## src/rtl/fcmp_pkg.sv

```systemverilog
// Shared definitions for the FloPoCo floating-point compare pipeline:
// exception encodings, predicate opcodes, decoded-operand record and word width.
package fcmp_pkg;

    localparam logic [1:0] EXC_ZERO = 2'b00;
    localparam logic [1:0] EXC_NORM = 2'b01;
    localparam logic [1:0] EXC_INF  = 2'b10;
    localparam logic [1:0] EXC_NAN  = 2'b11;

    typedef enum logic [2:0] {
        OP_LT    = 3'd0,
        OP_LE    = 3'd1,
        OP_EQ    = 3'd2,
        OP_NE    = 3'd3,
        OP_GT    = 3'd4,
        OP_GE    = 3'd5,
        OP_UNORD = 3'd6,
        OP_ORD   = 3'd7
    } fcmp_op_e;

    // Exception class and sign survive stage 1; the magnitude is reduced to lt/gt there.
    typedef struct packed {
        logic [1:0] exc;
        logic       sign;
    } fcmp_dec_t;

    function automatic int fcmp_width(input int we, input int wf);
        return we + wf + 3;
    endfunction

endpackage

```

## src/rtl/fcmp_pipe_if.sv

```systemverilog
// Operand/result handshake bundle for fcmp_pipe; slave is the comparator side,
// master is the producer/consumer side.
interface fcmp_pipe_if #(
    parameter int WE = 3,
    parameter int WF = 3
);
    localparam int W = fcmp_pkg::fcmp_width(WE, WF);

    logic         in_valid;
    logic         in_ready;
    logic [W-1:0] X;
    logic [W-1:0] Y;
    logic [2:0]   op;
    logic         out_valid;
    logic         out_ready;
    logic         result;
    logic         lt;
    logic         eq;
    logic         gt;
    logic         unordered;
    logic [15:0]  unord_cnt;

    modport slave (
        input  in_valid, X, Y, op, out_ready,
        output in_ready, out_valid, result, lt, eq, gt, unordered, unord_cnt
    );

    modport master (
        output in_valid, X, Y, op, out_ready,
        input  in_ready, out_valid, result, lt, eq, gt, unordered, unord_cnt
    );

endinterface

```

## src/rtl/fcmp_expfrac_cmp.sv

```systemverilog
// Unsigned magnitude compare of the packed {exp,frac} fields of two operands.
module fcmp_expfrac_cmp #(
    parameter int W = 6
) (
    input  logic [W-1:0] a_i,
    input  logic [W-1:0] b_i,
    output logic         lt_o,
    output logic         gt_o
);

    assign lt_o = (a_i < b_i);
    assign gt_o = (a_i > b_i);

endmodule

```

## src/rtl/fcmp_pipe.sv

```systemverilog
// Two-stage valid/ready floating-point comparator for FloPoCo-format operands.
// Optional saturating unordered-result counter enabled by `define FCMP_UNORD_CNT_EN.
module fcmp_pipe
    import fcmp_pkg::*;
#(
    parameter int WE = 3,
    parameter int WF = 3
) (
    input  logic        clk,
    input  logic        rst_n,
    fcmp_pipe_if.slave  bus
);

    localparam int W  = fcmp_width(WE, WF);
    localparam int MW = WE + WF;

    fcmp_dec_t  x_dec, y_dec;
    logic [MW-1:0] x_mag, y_mag;
    logic       mag_lt, mag_gt;

    assign x_dec = '{exc: bus.X[W-1 -: 2], sign: bus.X[MW]};
    assign y_dec = '{exc: bus.Y[W-1 -: 2], sign: bus.Y[MW]};
    assign x_mag = bus.X[MW-1:0];
    assign y_mag = bus.Y[MW-1:0];

    fcmp_expfrac_cmp #(.W(MW)) u_cmp (
        .a_i  (x_mag),
        .b_i  (y_mag),
        .lt_o (mag_lt),
        .gt_o (mag_gt)
    );

    // stage 1 registers
    logic      s1_valid_q, s1_valid_d;
    fcmp_dec_t s1_x_q, s1_x_d;
    fcmp_dec_t s1_y_q, s1_y_d;
    logic      s1_mlt_q, s1_mlt_d;
    logic      s1_mgt_q, s1_mgt_d;
    fcmp_op_e  s1_op_q, s1_op_d;

    // stage 2 registers
    logic out_valid_q, out_valid_d;
    logic result_q, result_d;
    logic lt_q, lt_d;
    logic eq_q, eq_d;
    logic gt_q, gt_d;
    logic un_q, un_d;

    logic s1_adv;
    logic in_ready;

    assign s1_adv   = ~out_valid_q | bus.out_ready;
    assign in_ready = ~s1_valid_q | s1_adv;

    always_comb begin
        s1_valid_d = s1_valid_q;
        s1_x_d     = s1_x_q;
        s1_y_d     = s1_y_q;
        s1_mlt_d   = s1_mlt_q;
        s1_mgt_d   = s1_mgt_q;
        s1_op_d    = s1_op_q;
        if (in_ready) begin
            s1_valid_d = bus.in_valid;
            if (bus.in_valid) begin
                s1_x_d   = x_dec;
                s1_y_d   = y_dec;
                s1_mlt_d = mag_lt;
                s1_mgt_d = mag_gt;
                s1_op_d  = fcmp_op_e'(bus.op);
            end
        end
    end

    always_ff @(posedge clk or negedge rst_n) begin
        if (!rst_n) begin
            s1_valid_q <= 1'b0;
            s1_x_q     <= '0;
            s1_y_q     <= '0;
            s1_mlt_q   <= 1'b0;
            s1_mgt_q   <= 1'b0;
            s1_op_q    <= OP_LT;
        end else begin
            s1_valid_q <= s1_valid_d;
            s1_x_q     <= s1_x_d;
            s1_y_q     <= s1_y_d;
            s1_mlt_q   <= s1_mlt_d;
            s1_mgt_q   <= s1_mgt_d;
            s1_op_q    <= s1_op_d;
        end
    end

    logic x_nan, y_nan, x_inf, y_inf, x_zero, y_zero;
    logic abs_lt, abs_gt;
    logic lt_c, eq_c, gt_c, un_c, res_c;

    assign x_nan  = (s1_x_q.exc == EXC_NAN);
    assign y_nan  = (s1_y_q.exc == EXC_NAN);
    assign x_inf  = (s1_x_q.exc == EXC_INF);
    assign y_inf  = (s1_y_q.exc == EXC_INF);
    assign x_zero = (s1_x_q.exc == EXC_ZERO);
    assign y_zero = (s1_y_q.exc == EXC_ZERO);

    // Zero sign is meaningless, so zero cases are settled before any sign test.
    always_comb begin
        lt_c   = 1'b0;
        eq_c   = 1'b0;
        gt_c   = 1'b0;
        un_c   = 1'b0;
        abs_lt = 1'b0;
        abs_gt = 1'b0;
        if (x_nan || y_nan) begin
            un_c = 1'b1;
        end else if (x_zero && y_zero) begin
            eq_c = 1'b1;
        end else if (x_zero) begin
            lt_c = ~s1_y_q.sign;
            gt_c = s1_y_q.sign;
        end else if (y_zero) begin
            lt_c = s1_x_q.sign;
            gt_c = ~s1_x_q.sign;
        end else if (s1_x_q.sign != s1_y_q.sign) begin
            lt_c = s1_x_q.sign;
            gt_c = s1_y_q.sign;
        end else begin
            if (x_inf && !y_inf) begin
                abs_gt = 1'b1;
            end else if (y_inf && !x_inf) begin
                abs_lt = 1'b1;
            end else if (!x_inf) begin
                abs_lt = s1_mlt_q;
                abs_gt = s1_mgt_q;
            end
            lt_c = s1_x_q.sign ? abs_gt : abs_lt;
            gt_c = s1_x_q.sign ? abs_lt : abs_gt;
            eq_c = ~(abs_lt | abs_gt);
        end
    end

    always_comb begin
        res_c = 1'b0;
        case (s1_op_q)
            OP_LT:    res_c = lt_c;
            OP_LE:    res_c = lt_c | eq_c;
            OP_EQ:    res_c = eq_c;
            OP_NE:    res_c = ~eq_c;
            OP_GT:    res_c = gt_c;
            OP_GE:    res_c = gt_c | eq_c;
            OP_UNORD: res_c = un_c;
            OP_ORD:   res_c = ~un_c;
            default:  res_c = 1'b0;
        endcase
    end

    always_comb begin
        out_valid_d = out_valid_q;
        result_d    = result_q;
        lt_d        = lt_q;
        eq_d        = eq_q;
        gt_d        = gt_q;
        un_d        = un_q;
        if (s1_adv) begin
            out_valid_d = s1_valid_q;
            if (s1_valid_q) begin
                result_d = res_c;
                lt_d     = lt_c;
                eq_d     = eq_c;
                gt_d     = gt_c;
                un_d     = un_c;
            end
        end
    end

    always_ff @(posedge clk or negedge rst_n) begin
        if (!rst_n) begin
            out_valid_q <= 1'b0;
            result_q    <= 1'b0;
            lt_q        <= 1'b0;
            eq_q        <= 1'b0;
            gt_q        <= 1'b0;
            un_q        <= 1'b0;
        end else begin
            out_valid_q <= out_valid_d;
            result_q    <= result_d;
            lt_q        <= lt_d;
            eq_q        <= eq_d;
            gt_q        <= gt_d;
            un_q        <= un_d;
        end
    end

`ifdef FCMP_UNORD_CNT_EN
    logic [15:0] unord_cnt_q, unord_cnt_d;

    always_comb begin
        unord_cnt_d = unord_cnt_q;
        if (out_valid_q && bus.out_ready && un_q && (unord_cnt_q != 16'hFFFF)) begin
            unord_cnt_d = unord_cnt_q + 16'd1;
        end
    end

    always_ff @(posedge clk or negedge rst_n) begin
        if (!rst_n) begin
            unord_cnt_q <= 16'h0000;
        end else begin
            unord_cnt_q <= unord_cnt_d;
        end
    end

    assign bus.unord_cnt = unord_cnt_q;
`else
    assign bus.unord_cnt = 16'h0000;
`endif

    assign bus.in_ready  = in_ready;
    assign bus.out_valid = out_valid_q;
    assign bus.result    = result_q;
    assign bus.lt        = lt_q;
    assign bus.eq        = eq_q;
    assign bus.gt        = gt_q;
    assign bus.unordered = un_q;

endmodule
```

## src/flat_wrapper.sv

```systemverilog
// flat-port wrapper written by rule: the top's interface ports become plain ports
module fcmp_pipe_flat import fcmp_pkg::*;
#(
    parameter int WE = 3,
    parameter int WF = 3
)
  (clk, rst_n, bus_in_valid, bus_X, bus_Y, bus_op, bus_out_ready, bus_in_ready, bus_out_valid, bus_result, bus_lt, bus_eq, bus_gt, bus_unordered, bus_unord_cnt);
  fcmp_pipe_if #(.WE(WE), .WF(WF)) bus_i ();
  input  logic clk;
  input  logic rst_n;
  input wire logic [$bits(bus_i.in_valid)-1:0] bus_in_valid;
  input wire logic [$bits(bus_i.X)-1:0] bus_X;
  input wire logic [$bits(bus_i.Y)-1:0] bus_Y;
  input wire logic [$bits(bus_i.op)-1:0] bus_op;
  input wire logic [$bits(bus_i.out_ready)-1:0] bus_out_ready;
  output wire logic [$bits(bus_i.in_ready)-1:0] bus_in_ready;
  output wire logic [$bits(bus_i.out_valid)-1:0] bus_out_valid;
  output wire logic [$bits(bus_i.result)-1:0] bus_result;
  output wire logic [$bits(bus_i.lt)-1:0] bus_lt;
  output wire logic [$bits(bus_i.eq)-1:0] bus_eq;
  output wire logic [$bits(bus_i.gt)-1:0] bus_gt;
  output wire logic [$bits(bus_i.unordered)-1:0] bus_unordered;
  output wire logic [$bits(bus_i.unord_cnt)-1:0] bus_unord_cnt;
  assign bus_i.in_valid = bus_in_valid;
  assign bus_i.X = bus_X;
  assign bus_i.Y = bus_Y;
  assign bus_i.op = bus_op;
  assign bus_i.out_ready = bus_out_ready;
  assign bus_in_ready = bus_i.in_ready;
  assign bus_out_valid = bus_i.out_valid;
  assign bus_result = bus_i.result;
  assign bus_lt = bus_i.lt;
  assign bus_eq = bus_i.eq;
  assign bus_gt = bus_i.gt;
  assign bus_unordered = bus_i.unordered;
  assign bus_unord_cnt = bus_i.unord_cnt;
  fcmp_pipe #(.WE(WE), .WF(WF)) u_core (.clk(clk), .rst_n(rst_n), .bus(bus_i));
endmodule
```

## config.mk

```make
export PLATFORM = sky130hd
export DESIGN_NAME = fcmp_pipe_flat
export DESIGN_NICKNAME = d
export VERILOG_FILES = /design/src/rtl/fcmp_pkg.sv /design/src/rtl/fcmp_pipe_if.sv /design/src/rtl/fcmp_expfrac_cmp.sv /design/src/rtl/fcmp_pipe.sv /design/src/flat_wrapper.sv
export SDC_FILE = /design/constraint.sdc
export NUM_CORES = 1
export LEC_CHECK = 0
export CORE_AREA = 5 5 58 60
export CTS_CLUSTER_SIZE = 10
export DETAILED_ROUTE_END_ITERATION = 12
export DIE_AREA = 0 0 63 65
export PLACE_DENSITY_LB_ADDON = 0.25
export SLEW_MARGIN = 15
export SYNTH_ARGS = -nofsm -noshare
export SYNTH_HDL_FRONTEND = slang
export SYNTH_SLANG_ARGS = --single-unit
```

## constraint.sdc

```tcl
create_clock -name clk -period 2.9 [get_ports clk]
set_input_delay 0.29 -clock clk [delete_from_list [all_inputs] [get_ports clk]]
set_output_delay 0.29 -clock clk [all_outputs]
set_load 0.02 [all_outputs]
```

==> results.sh <==
export IMPL_status="finished, final reports clean"
export IMPL_dieArea_sq_um=4100
export IMPL_synth_area_sq_um=1260
export IMPL_clock_latency_ns=0.31
export IMPL_path_clk_slew_ns=0.11
export IMPL_grt_use_total_pct=12.7
export IMPL_r2r_end="u_core.bus.result"
export IMPL_yosysSeqAreaShare_pct=35.8
export IMPL_tns_ns=0
export IMPL_endpoint_kind="primary output"
export IMPL_worstMarginPinSlew_ns=0.819
export IMPL_grt_pass1_wl_um=4180
export IMPL_post_cts_repair_setup_buffers=0
export IMPL_p_leak_nw=0.725
export IMPL_start_kind="input pin"
export IMPL_post_dp_hpwl_um=1970
export IMPL_path_class="input pin to primary output"
export IMPL_rows=20
export IMPL_ctsHoldBuffers=0
export IMPL_drt_wirelength_per_cell_um=12.9
export IMPL_fmax_mhz=553
export IMPL_avgViaCountPerCell=5.25
export IMPL_timing_slew_headroom_pct=45.2
export IMPL_grt_start_max_net_pins=19
export IMPL_cts_tree="yes"
export IMPL_hold_path_class="input pin to async pin"
export IMPL_path_common_cell="clkdlybuf4s50_1"
export IMPL_netlist_instances=125
export IMPL_pre_cts_ws_ns=0.749
export IMPL_start_util_pct=43.7
export IMPL_overflow=0
export IMPL_io_pins=48
export IMPL_drt_initial_drc_count=29
export IMPL_numCtsBuffers=3
export IMPL_first_global_vias=1007
export IMPL_area_growth_pct=23.2
export IMPL_synth_warnings=0
export IMPL_fin_worst_skew_ns=0.00529
export IMPL_max_stage_delay_ns=0.62
export IMPL_dieWidth_um=63
export IMPL_syn_area_per_cell_sq_um=10.1
export IMPL_antenna_found_initial=0
export IMPL_worstPathRequired_ns=2.61
export IMPL_drive_gt1_share_pct=14.2
export IMPL_fin_crit_ns=1.81
export IMPL_dp_cells=184
export IMPL_ant_nets=0
export IMPL_clockRootBuffer="clkbuf_4"
export IMPL_layout_nets=187
export IMPL_die_h_um=65
export IMPL_drv_slew=0
export IMPL_dr_pass1_iters=4
export IMPL_htreeDepth=1
export IMPL_clock_sinks=18
export IMPL_routed_wl_um=2420
export IMPL_stdcell_count=188
export IMPL_gp_congestion=0.789
export IMPL_final_setup_viol_count=0
export IMPL_ys_seq_elements=18
export IMPL_post_cts_resized=0
export IMPL_reg2reg_depth=5
export IMPL_dpl_instance_area_sq_um=1510
export IMPL_coreArea_sq_um=2880
export IMPL_cp_arrival_ns=1.52
export IMPL_design_area_sq_um=1550
export IMPL_clk_path_buf_depth=2
export IMPL_io_buffer_count=31
export IMPL_reg2reg_slack_ns=1.20
export IMPL_crit_fanout=3
export IMPL_timing_rr_start="u_core.s1_y_q[1]"
export IMPL_timing_final_crit_share_pct=62.4
export IMPL_power_density_nw_per_um2=535
export IMPL_insertedDiodeCount=0
export IMPL_setup_slack_ns=1.09
export IMPL_drcViolationCount=0
export IMPL_slowest_stage="clkdlybuf4s50_1"
export IMPL_final_hold_viol_count=0
export IMPL_ir_drop_mv=0.379
export IMPL_cap_violations=0
export IMPL_path_cells="clkdlybuf4s50_1 > nand3b_1 > clkdlybuf4s50_1"
export IMPL_rsz0062_at_grt="false"
export IMPL_hold_ws_ns=0.442
export IMPL_via_count=987
export IMPL_ys_types=40
==> layer usage <==
layer  wire length, um  global-route usage, %
met5                 0                      0
met4                72                   8.75
met3               174                   2.08
met2              1240                   23.2
met1               932                   13.1
==> synthesized netlist by cell type <==
cell / count / area (sq um)
mux2_4: 1 / 15.0
nor2b_4: 1 / 13.8
nand3_1: 1 / 5.00
nand2_1: 7 / 26.3
nand2b_2: 1 / 8.76
mux2_2: 12 / 135
a2bb2oi_1: 1 / 8.76
and4_1: 1 / 8.76
a21oi_1: 1 / 5.00
mux2i_1: 1 / 10.0
nor3_1: 2 / 10.0
o21bai_1: 1 / 7.51
conb_1: 1 / 3.75
o211ai_1: 1 / 7.51
buf_4: 16 / 120
clkbuf_2: 1 / 5.00
nand2b_1: 4 / 25.0
a21o_1: 5 / 37.5
inv_1: 11 / 41.3
and2b_4: 1 / 10.0
ha_1: 6 / 75.1
dfrtp_1: 18 / 450
a22oi_1: 1 / 7.51
nand3b_1: 1 / 7.51
and2_1: 1 / 6.26
nor2_1: 3 / 11.3
a2111oi_0: 1 / 8.76
nor4_1: 1 / 6.26
buf_6: 2 / 22.5
a221oi_1: 2 / 17.5
o21ai_0: 4 / 20.0
nor2b_1: 1 / 6.26
a41o_1: 1 / 10.0
buf_2: 1 / 5.00
a31oi_1: 2 / 12.5
a311oi_1: 5 / 43.8
a22o_2: 1 / 10.0
o31ai_1: 1 / 7.51
o221ai_1: 2 / 17.5
and2b_2: 1 / 8.76
==> metrics by stage <==
stage / power, mW / utilization (%)
floorplan: 0.579 / -
finish: 0.829 / 53.9
global placement: 0.666 / 52.6
CTS: 0.834 / 53.9
detailed placement: 0.676 / 52.6
global route: 0.881 / 53.9
==> state kept, by name (all words and copies together) (netlist names) <==
signal,flops
u_core.s1_y_q,3
u_core.s1_x_q,3
u_core.bus.lt,1
u_core.bus.unordered,1
u_core.s1_valid_q,1
u_core.s1_op_q,3
u_core.bus.out_valid,1
u_core.s1_mgt_q,1
u_core.s1_mlt_q,1
u_core.bus.gt,1
u_core.bus.eq,1
u_core.bus.result,1
==> layout by cell type, fill, tap and decap left out, types with 2 or more instances in the layout <==
cell type,count
dfrtp_1,18
clkbuf_4,3
conb_1,16
a31oi_1,2
nor3_1,2
o221ai_1,2
nor2_1,3
nand2b_1,4
clkdlybuf4s50_1,31
inv_1,11
mux2_2,12
o21ai_0,4
ha_1,6
a221oi_1,2
a21o_1,5
nand2_1,7
a311oi_1,5
==> cells by family (layout without fill, tap and decap cells) <==
| group | Yosys count | after routing | synth area share, % |
|---|---|---|---|
| and+or+nand+nor | 26 | 26 | 12.2 |
| other | 1 | 16 | 0.298 |
| AOI/OAI and AO/OA | 29 | 29 | 17.6 |
| muxes | 14 | 14 | 12.7 |
| buffers and inverters | 31 | 46 | 15.4 |
| adders and majority gates | 6 | 6 | 5.96 |
| DFF | 18 | 18 | 35.8 |
==> power by group <==
part	internal (mW)	switching, mW
registers	0.298	0.0531
clock network	0.0768	0.0841
logic	0.168	0.149
total	0.543	0.286
==> critical path, delay by kind of cell <==
family | cells | cell delay, ns
simple gates | 1 | 0.14
buf+inv | 2 | 1.09
==> how the worst max path moves through the flow <==
stage / to / slack (ns) / start / cells after the start
2_1_floorplan: u_core.s1_mlt_q / 1.32 / u_core.bus.out_valid / 4
3_3_place_gp: u_core.s1_mgt_q / 0.80 / bus_Y[3] / 8
3_5_place_dp: u_core.s1_mgt_q / 0.75 / bus_Y[3] / 8
4_1_cts: u_core.s1_mgt_q / 1.08 / bus_Y[3] / 8
5_1_grt: u_core.s1_mgt_q / 0.94 / bus_Y[3] / 8
6_report: bus_in_ready / 1.09 / bus_out_ready / 3
==> area by class of cell <==
cell class                      count  area, sq um
Tap cell                           33         41.3
Inverter                           11         41.3
Multi-Input combinational cell     91          671
Timing Repair Buffer               31          310
Clock buffer                        4         36.3
Fill cell                         269         1330
Sequential cell                    18          450
No activity file was read; power rests on OpenSTA's default activity.
